<file path="config.mk">
export PLATFORM = sky130hd
export DESIGN_NAME = pipeline_ctrl
export DESIGN_NICKNAME = d
export VERILOG_FILES = /design/src/rtl/pipeline_ctrl.sv
export SDC_FILE = /design/constraint.sdc
export NUM_CORES = 1
export LEC_CHECK = 0
export ABC_CLOCK_PERIOD_IN_PS = 5700
export CAP_MARGIN = 15
export CORE_MARGIN = 2
export CORE_UTILIZATION = 50
export DETAILED_ROUTE_END_ITERATION = 12
export PLACE_DENSITY = 0.78
export REMOVE_ABC_BUFFERS = 1
export SLEW_MARGIN = 10
export SYNTH_ARGS = -nofsm -noshare
export SYNTH_HDL_FRONTEND = slang
export SYNTH_SLANG_ARGS = --single-unit
export TNS_END_PERCENT = 20
</file>
<file path="constraint.sdc">
create_clock -name clk -period 5.7 [get_ports clk]
set_input_delay 0.855 -clock clk [delete_from_list [all_inputs] [get_ports clk]]
set_output_delay 0.855 -clock clk [all_outputs]
set_load 0.01 [all_outputs]
</file>
<file path="src/rtl/pipeline_ctrl.sv">
// Stall/flush/forward controller for the 5-stage RV32I pipeline.
// Gates register loads, latches early memory responses, counts stalls.
module pipeline_ctrl #(
  parameter int REG_W    = 5,
  parameter int CNT_W    = 32,
  parameter int MAX_WAIT = 1024
) (
  input  logic             clk,
  input  logic             rst,
  input  logic             imem_req,
  input  logic             imem_resp,
  input  logic             dmem_req,
  input  logic             dmem_resp,
  output logic             imem_en,
  output logic             dmem_en,
  input  logic [REG_W-1:0] ifid_rs1,
  input  logic [REG_W-1:0] ifid_rs2,
  input  logic [REG_W-1:0] idex_rs1,
  input  logic [REG_W-1:0] idex_rs2,
  input  logic [REG_W-1:0] idex_rd,
  input  logic             idex_mem_read,
  input  logic [REG_W-1:0] exmem_rd,
  input  logic [REG_W-1:0] memwb_rd,
  input  logic             exmem_load_regfile,
  input  logic             memwb_load_regfile,
  input  logic             redirect,
  input  logic             counters_clr,
  output logic             load_pc,
  output logic             load_ifid,
  output logic             load_idex,
  output logic             load_exmem,
  output logic             load_memwb,
  output logic             flush_ifid,
  output logic             flush_idex,
  output logic [1:0]       fwd_a_sel,
  output logic [1:0]       fwd_b_sel,
  output logic [CNT_W-1:0] stall_cnt,
  output logic [CNT_W-1:0] bubble_cnt,
  output logic [CNT_W-1:0] flush_cnt,
  output logic             mem_timeout
);

  localparam int WAIT_W = $clog2(MAX_WAIT + 1);
  localparam logic [WAIT_W-1:0] WAIT_MAX = WAIT_W'(MAX_WAIT);
  localparam logic [WAIT_W-1:0] WAIT_LAST = WAIT_W'(MAX_WAIT - 1);

  logic              i_done;
  logic              d_done;
  logic [WAIT_W-1:0] wait_cnt;
  logic              i_ok;
  logic              d_ok;
  logic              advance;
  logic              lu;

  assign i_ok    = !imem_req | i_done | imem_resp;
  assign d_ok    = !dmem_req | d_done | dmem_resp;
  assign advance = i_ok & d_ok;
  assign lu      = idex_mem_read & (idex_rd != '0) &
                   ((idex_rd == ifid_rs1) | (idex_rd == ifid_rs2));

  function automatic logic [1:0] fwd_sel(
    input logic [REG_W-1:0] rs
  );
    if (exmem_load_regfile && exmem_rd != '0 && exmem_rd == rs)
      return 2'b01;
    if (memwb_load_regfile && memwb_rd != '0 && memwb_rd == rs)
      return 2'b10;
    return 2'b00;
  endfunction

  function automatic logic [CNT_W-1:0] sat_inc(
    input logic [CNT_W-1:0] v,
    input logic             en
  );
    if (en && v != '1) return v + CNT_W'(1);
    return v;
  endfunction

  // Enables, flushes and selects; all held low while in reset.
  always_comb begin
    imem_en    = 1'b0;
    dmem_en    = 1'b0;
    load_pc    = 1'b0;
    load_ifid  = 1'b0;
    load_idex  = 1'b0;
    load_exmem = 1'b0;
    load_memwb = 1'b0;
    flush_ifid = 1'b0;
    flush_idex = 1'b0;
    fwd_a_sel  = 2'b00;
    fwd_b_sel  = 2'b00;
    if (!rst) begin
      imem_en    = imem_req & !i_done;
      dmem_en    = dmem_req & !d_done;
      load_pc    = advance & (!lu | redirect);
      load_ifid  = advance & (!lu | redirect);
      load_idex  = advance;
      load_exmem = advance;
      load_memwb = advance;
      flush_ifid = advance & redirect;
      flush_idex = advance & (lu | redirect);
      fwd_a_sel  = fwd_sel(idex_rs1);
      fwd_b_sel  = fwd_sel(idex_rs2);
    end
  end

  // Remember responses that arrive before the other port is ready.
  always_ff @(posedge clk or posedge rst) begin
    if (rst) begin
      i_done <= 1'b0;
      d_done <= 1'b0;
    end else if (advance) begin
      i_done <= 1'b0;
      d_done <= 1'b0;
    end else begin
      if (imem_resp) i_done <= 1'b1;
      if (dmem_resp) d_done <= 1'b1;
    end
  end

  // Saturating performance counters; clear beats increment.
  always_ff @(posedge clk or posedge rst) begin
    if (rst) begin
      stall_cnt  <= '0;
      bubble_cnt <= '0;
      flush_cnt  <= '0;
    end else if (counters_clr) begin
      stall_cnt  <= '0;
      bubble_cnt <= '0;
      flush_cnt  <= '0;
    end else begin
      stall_cnt  <= sat_inc(stall_cnt, !advance);
      bubble_cnt <= sat_inc(bubble_cnt, advance & lu & !redirect);
      flush_cnt  <= sat_inc(flush_cnt, advance & redirect);
    end
  end

  // Memory-wait watchdog; timeout is sticky until reset.
  always_ff @(posedge clk or posedge rst) begin
    if (rst) begin
      wait_cnt    <= '0;
      mem_timeout <= 1'b0;
    end else if (advance) begin
      wait_cnt <= '0;
    end else begin
      if (wait_cnt != WAIT_MAX) wait_cnt <= wait_cnt + WAIT_W'(1);
      if (wait_cnt == WAIT_LAST) mem_timeout <= 1'b1;
    end
  end

endmodule

</file>
==> results of run 1 <==
[where the power goes]
group | switching (uW) | internal [uW] | total, uW
Clock | 293 | 396 | 689
Combinational | 77.7 | 64.3 | 142
Sequential | 6.85 | 785 | 792
[final cells by class]
| class | instances | area, sq um |
|---|---|---|
| Clock inverter | 6 | 85.08 |
| Tap cell | 168 | 210.2 |
| Inverter | 9 | 36.28 |
| Timing Repair Buffer | 157 | 1562 |
| Fill cell | 952 | 3859 |
| Clock buffer | 10 | 239.0 |
| Sequential cell | 110 | 2753 |
| Multi-Input combinational cell | 546 | 3318 |
[metrics by stage]
| stage | instances | util | instance area (sq um) | power (uW) |
|---|---|---|---|---|
| 2_1_floorplan | 665 | - | 6105 | 865.8 |
| 3_3_place_gp | 990 | 0.6532 | 7879 | 945.5 |
| 3_5_place_dp | 990 | 0.6532 | 7879 | 949.7 |
| 4_1_cts | 1006 | 0.6801 | 8203 | 1632 |
| 5_1_grt | 1006 | 0.6801 | 8203 | 1681 |
| 6_report | 1006 | 0.6801 | 8203 | 1623 |
[synthesized netlist by cell type (all sizes together) (2+ instances only)]
master  number
xor2        56
clkbuf      19
o31ai        7
or3         30
or2          2
inv          9
or3b         2
nand4       34
a21oi       40
dfrtp      110
nand3       44
or4         13
mux2         8
nor3        22
buf          7
o21a         2
a211oi       3
nor4b        5
xnor2       32
o21ai       35
nand2       41
nor2        89
nor4        11
nor3b        5
and3        24
ha           5
nor2b       10
a311oi       3
and2         7
and4         6
[per-layer routing]
layer / vias up / track usage
met4: 0 / 0.08434
met3: 30 / 0.06485
met5: - / 0
met2: 192 / 0.4211
met1: 2814 / 0.3139
li1: 2762 / -
[how the worst max path moves through the flow]
stage          slack (ns)  depth (start not counted)  startpoint            to
2_1_floorplan        0.48                          4         rst  fwd_a_sel[1]
3_3_place_gp         1.39                          6         rst  fwd_a_sel[1]
3_5_place_dp         1.32                          6         rst  fwd_a_sel[1]
4_1_cts              1.30                          6         rst  fwd_a_sel[1]
5_1_grt              1.14                          6         rst  fwd_a_sel[1]
6_report             1.37                          6         rst  fwd_a_sel[1]
[tightest hold or removal path: stages (launching register included)]
cell and delay (ns):
dfrtp_1 0.35, inv_1 0.05, o31ai_1 0.05
[cells by family after synthesis]
family	after synthesis	share of synthesized area
multiplexers	8	0.01447
flip-flops	110	0.4422
AO/OA/AOI/OAI	98	0.08965
buffers and inverters	35	0.02472
AND/OR/NAND/NOR	347	0.2951
adder cells (fa/ha/maj)	5	0.01005
XOR/XNOR	88	0.1238
[state kept, by name (all words and copies together), names as in the netlist]
| signal | flops |
|---|---|
| stall_cnt | 32 |
| d_done | 1 |
| flush_cnt | 32 |
| mem_timeout | 1 |
| bubble_cnt | 32 |
| i_done | 1 |
| wait_cnt | 11 |
==> results_dict.tcl, run 1 <==
set metrics [dict create \
    core_sq_um 12060 \
    hold_depth 2 \
    cts_buffer_depth 2 \
    grt_pass1_wl_um 26710 \
    num_vias 5798 \
    met1_length_um 6856 \
    r2r-start "d_done" \
    synth_area_per_cell_sq_um 9.008 \
    gr-total-overflow 0 \
    layout_common_cells "clkdlybuf4s50_1, dfrtp_1, nor2_1" \
    ys_warn_count 0 \
    drive_gt1_frac 0.03461 \
    syn-cell-area_sq_um 6225 \
    dr_wl_met3_um 999 \
    clock.fmax_mhz 230.8 \
    path_cells "clkdlybuf4s50_1 > inv_4 > o211ai_1 > or4_1 > nor4_1 > clkdlybuf4s50_1" \
    rsz0062_at_grt "no" \
    finClkSkew_ns 0.006409 \
    ios 156 \
    fin_nets 884 \
    place_hpwl_um 11720 \
    max-cap-violations 0 \
    fin_crit_sh 0.7602 \
    initial_utilization 0.5161 \
    critPathKind "primary input to primary output" \
    rows 40 \
    die-height_um 115.6 \
    ir_drop_uv 127.1 \
    dr_wl_met2_um 8150 \
    rrSetupSlack_ns 2.77 \
    netlist.area_leader.share 0.4422 \
    synth-edff-count 0 \
    clock-sinks 110 \
    cp.required_ns 4.85 \
    syn_to_final_growth_pct 31.78 \
    status "completed" \
    post_cts_buffers 0 \
    antenna_cells 0 \
    critPathMaxStageDelay_ns 0.61 \
    hold_buffers 0 \
    numCtsBuffers 9 \
    cp.arrival_ns 3.48 \
    avgRoutedWirePerCell_um 16.22 \
    dieArea_sq_um 13360 \
    worst_slack_ns 1.367 \
    path_common_cell "clkdlybuf4s50_1" \
    critical-path-slowest-cell "clkdlybuf4s50_1" \
    mostFrequentLayoutCell "clkdlybuf4s50_1" \
    syn-instance-count 691 \
    antenna_found_initial 0 \
    grt_max_degree 85 \
    synth_top_area_cell "dfrtp_1" \
    cts-root-buf "clkbuf_16" \
    gp_congestion 0.9098 \
    first_pass_iters 5 \
    port_buffers 155 \
    setup_tns_ns 0 \
    fin_crit_ns 4.333 \
    async_flop_share 1.000 \
    drtIter0Drc 487 \
    finalSetupViolCount 0 \
    worstMarginPinSlew_ns 1.109 \
    r2r_end "bubble_cnt[31]" \
    hold_viol 0 \
    critPathLaunchType "primary input" \
    tritoncts "done" \
    cts_max_level 3 \
    p_leak_uw 0.003170 \
    worstHoldStart "mem_timeout" \
    slew-limit-headroom 0.2554 \
    holdPathEnd "mem_timeout" \
    r2r_cells 6 \
    clk_pin_slew_ns 0.07 \
    synth_flop_cell "dfrtp_1" \
    via_per_inst 5.763 \
    antenna_left 0 \
    cp_max_fo 34 \
    netlist_top_cells_area "dfrtp_1, xor2_1, nor2_1" \
    grt_pass1_vias 5554 \
    hp-class "register to register" \
    drv_slew 0 \
    end_kind "primary output" \
    whs_ns 0.4830 \
    post_cts_resized 0 \
    drcViolationCount 0 \
    yosysSeqAreaShare 0.4422 \
    finalWirelength_um 16320 \
    highest_layer "met4" \
    p_per_area_nw_per_um2 197.9 \
    crit_family "buffers and inverters" \
    clk_latency_ns 0.36 \
    grt_usage 0.2500 \
    cp_num_buf_inv 3 \
    pre_cts_slack_ns 1.324 \
    ys_seq_elements 110 \
    ys_types 47 \
    die_w_um 115.6 \
]
No activity file was read; power rests on OpenSTA's default activity.
==> inputs of run 2 (changes only) <==
- ABC_CLOCK_PERIOD_IN_PS: 5700 -> 3600
- CORE_UTILIZATION: 50 -> 45
- PLACE_DENSITY: 0.78 -> 0.74
- clock period: 5.7 -> 3.6 ns (I/O delays scaled with it)
==> results_dict.tcl, run 2 (synthesis results as in run 1) <==
set metrics [dict create \
    cp.required_ns 3.06 \
    finalWirelength_um 16750 \
    layout_common_cells "clkdlybuf4s50_1, dfrtp_1, nor2_1" \
    dieArea_sq_um 14790 \
    port_buffers 155 \
    antenna_found_initial 0 \
    drtIter0Drc 445 \
    whs_ns 0.5364 \
    cp_max_fo 4 \
    status "completed" \
    slew-limit-headroom 0.3513 \
    max-cap-violations 0 \
    cts_max_level 3 \
    cp.arrival_ns 2.80 \
    ir_drop_uv 298.2 \
    post_cts_buffers 0 \
    top_regs "bubble_cnt x32, flush_cnt x32, stall_cnt x32" \
    drv_slew 0 \
    critPathKind "primary input to primary output" \
    fin_nets 895 \
    critPathLaunchType "primary input" \
    die-height_um 121.6 \
    core_sq_um 13400 \
    critical-path-slowest-cell "clkdlybuf4s50_1" \
    cts-root-buf "clkbuf_16" \
    numCtsBuffers 9 \
    rows 42 \
    grt_pass1_wl_um 27460 \
    critPathMaxStageDelay_ns 0.59 \
    fin_crit_sh 0.9271 \
    path_cells "clkdlybuf4s50_1 > or4_1 > o21ai_0 > buf_4 > nor3_1 > nor4_1 > clkdlybuf4s50_1" \
    gp_congestion 0.9777 \
    drcViolationCount 0 \
    clock-sinks 110 \
    antenna_cells 0 \
    dp.cells 1008 \
    rsz0062_at_grt "no" \
    p_leak_uw 0.003226 \
    path_common_cell "clkdlybuf4s50_1" \
    regArea_sq_um 2753 \
    mostFrequentLayoutCell "clkdlybuf4s50_1" \
    antenna_left 0 \
    via_per_inst 5.653 \
    avgRoutedWirePerCell_um 16.34 \
    hold_viol 0 \
    ios 156 \
    drive_gt1_frac 0.04476 \
    place_hpwl_um 12230 \
    worstMarginPinSlew_ns 0.9731 \
    grt_max_degree 86 \
    p_per_area_nw_per_um2 303.2 \
    fin_crit_ns 3.338 \
    final_cells 1025 \
    cts_buffer_depth 2 \
    num_vias 5794 \
    clock.fmax_mhz 299.6 \
    clk_pin_slew_ns 0.07 \
    die_w_um 121.6 \
    first_pass_iters 5 \
    clk_latency_ns 0.35 \
    syn_to_final_growth_pct 33.45 \
    tritoncts "done" \
    end_kind "primary output" \
    hold_buffers 0 \
    grt_usage 0.2307 \
    initial_utilization 0.4645 \
    finalSetupViolCount 0 \
    finClkSkew_ns 0.01025 \
    gr-total-overflow 0 \
    post_cts_resized 0 \
    multiInputGateArea_sq_um 3318 \
    grt_pass1_vias 5646 \
    fillers 1130 \
    hp-class "register to register" \
]
[run 2: changes by cell type in the layout (fill, tap and decap cells not counted), sizes merged]
cell,delta
buf,+11
clkinv,-1
bufinv,-1
clkinvlp,-1
clkbuf,+3
[run 2: critical path, delay by kind of cell]
family                 cells  cell delay, ns
buffers and inverters      3            1.22
AND/OR/NAND/NOR            3            0.88
AO/OA/AOI/OAI              1            0.15
[run 2: path summary, 6_finish.rpt]
kind / end / startpoint / slack (ns) / cells after the start
worst max-delay path: fwd_a_sel[1] / exmem_rd[1] / 0.26 / 7
worst min-delay path: mem_timeout / mem_timeout / 0.54 / 2
worst max register to register: bubble_cnt[7] / bubble_cnt[0] / 0.95 / 7
worst min register to register: mem_timeout / mem_timeout / 0.54 / 2
max in group asynchronous: flush_cnt[2] / rst / 1.96 / 5
min in group asynchronous: stall_cnt[8] / rst / 0.64 / 3
[run 2: metrics by stage]
step | TNS [ns] | utilization | total power, uW | cell area (sq um) | setup WS (ns)
6_report | 0 | 0.6199 | 2518 | 8307 | 0.2623
5_1_grt | 0 | 0.6199 | 2611 | 8307 | 0.05678
4_1_cts | 0 | 0.6178 | 2536 | 8279 | 0.2617
3_5_place_dp | 0 | 0.5952 | 1518 | 7976 | 0.2837
3_3_place_gp | 0 | 0.5952 | 1509 | 7976 | 0.2217
2_1_floorplan | -1.977 | - | 1371 | 6105 | -0.9887
[run 2: power breakdown]
group          leakage, uW  internal [uW]  switching, uW
Clock             0.000146            578            444
Combinational      0.00155            113            129
Sequential         0.00153           1240           10.7
Total              0.00323           1930            584
[run 2: routing by layer]
| layer | up-vias | GRT usage | part of all wire |
|---|---|---|---|
| met4 | 0 | 0.07112 | 0.021 |
| met5 | - | 0 | 0 |
| met2 | 149 | 0.3887 | 0.49 |
| li1 | 2787 | - | - |
| met1 | 2833 | 0.2942 | 0.43 |
| met3 | 25 | 0.05712 | 0.054 |
[run 2: cell type report]
class / count / area share
multi-input combinational: 546 / 0.3995
sequential: 110 / 0.3314
timing repair buffer: 168 / 0.2018
clock buffer: 13 / 0.03133
tap: 176 / 0.02651
clock inverter: 3 / 0.005121
inverter: 9 / 0.004368
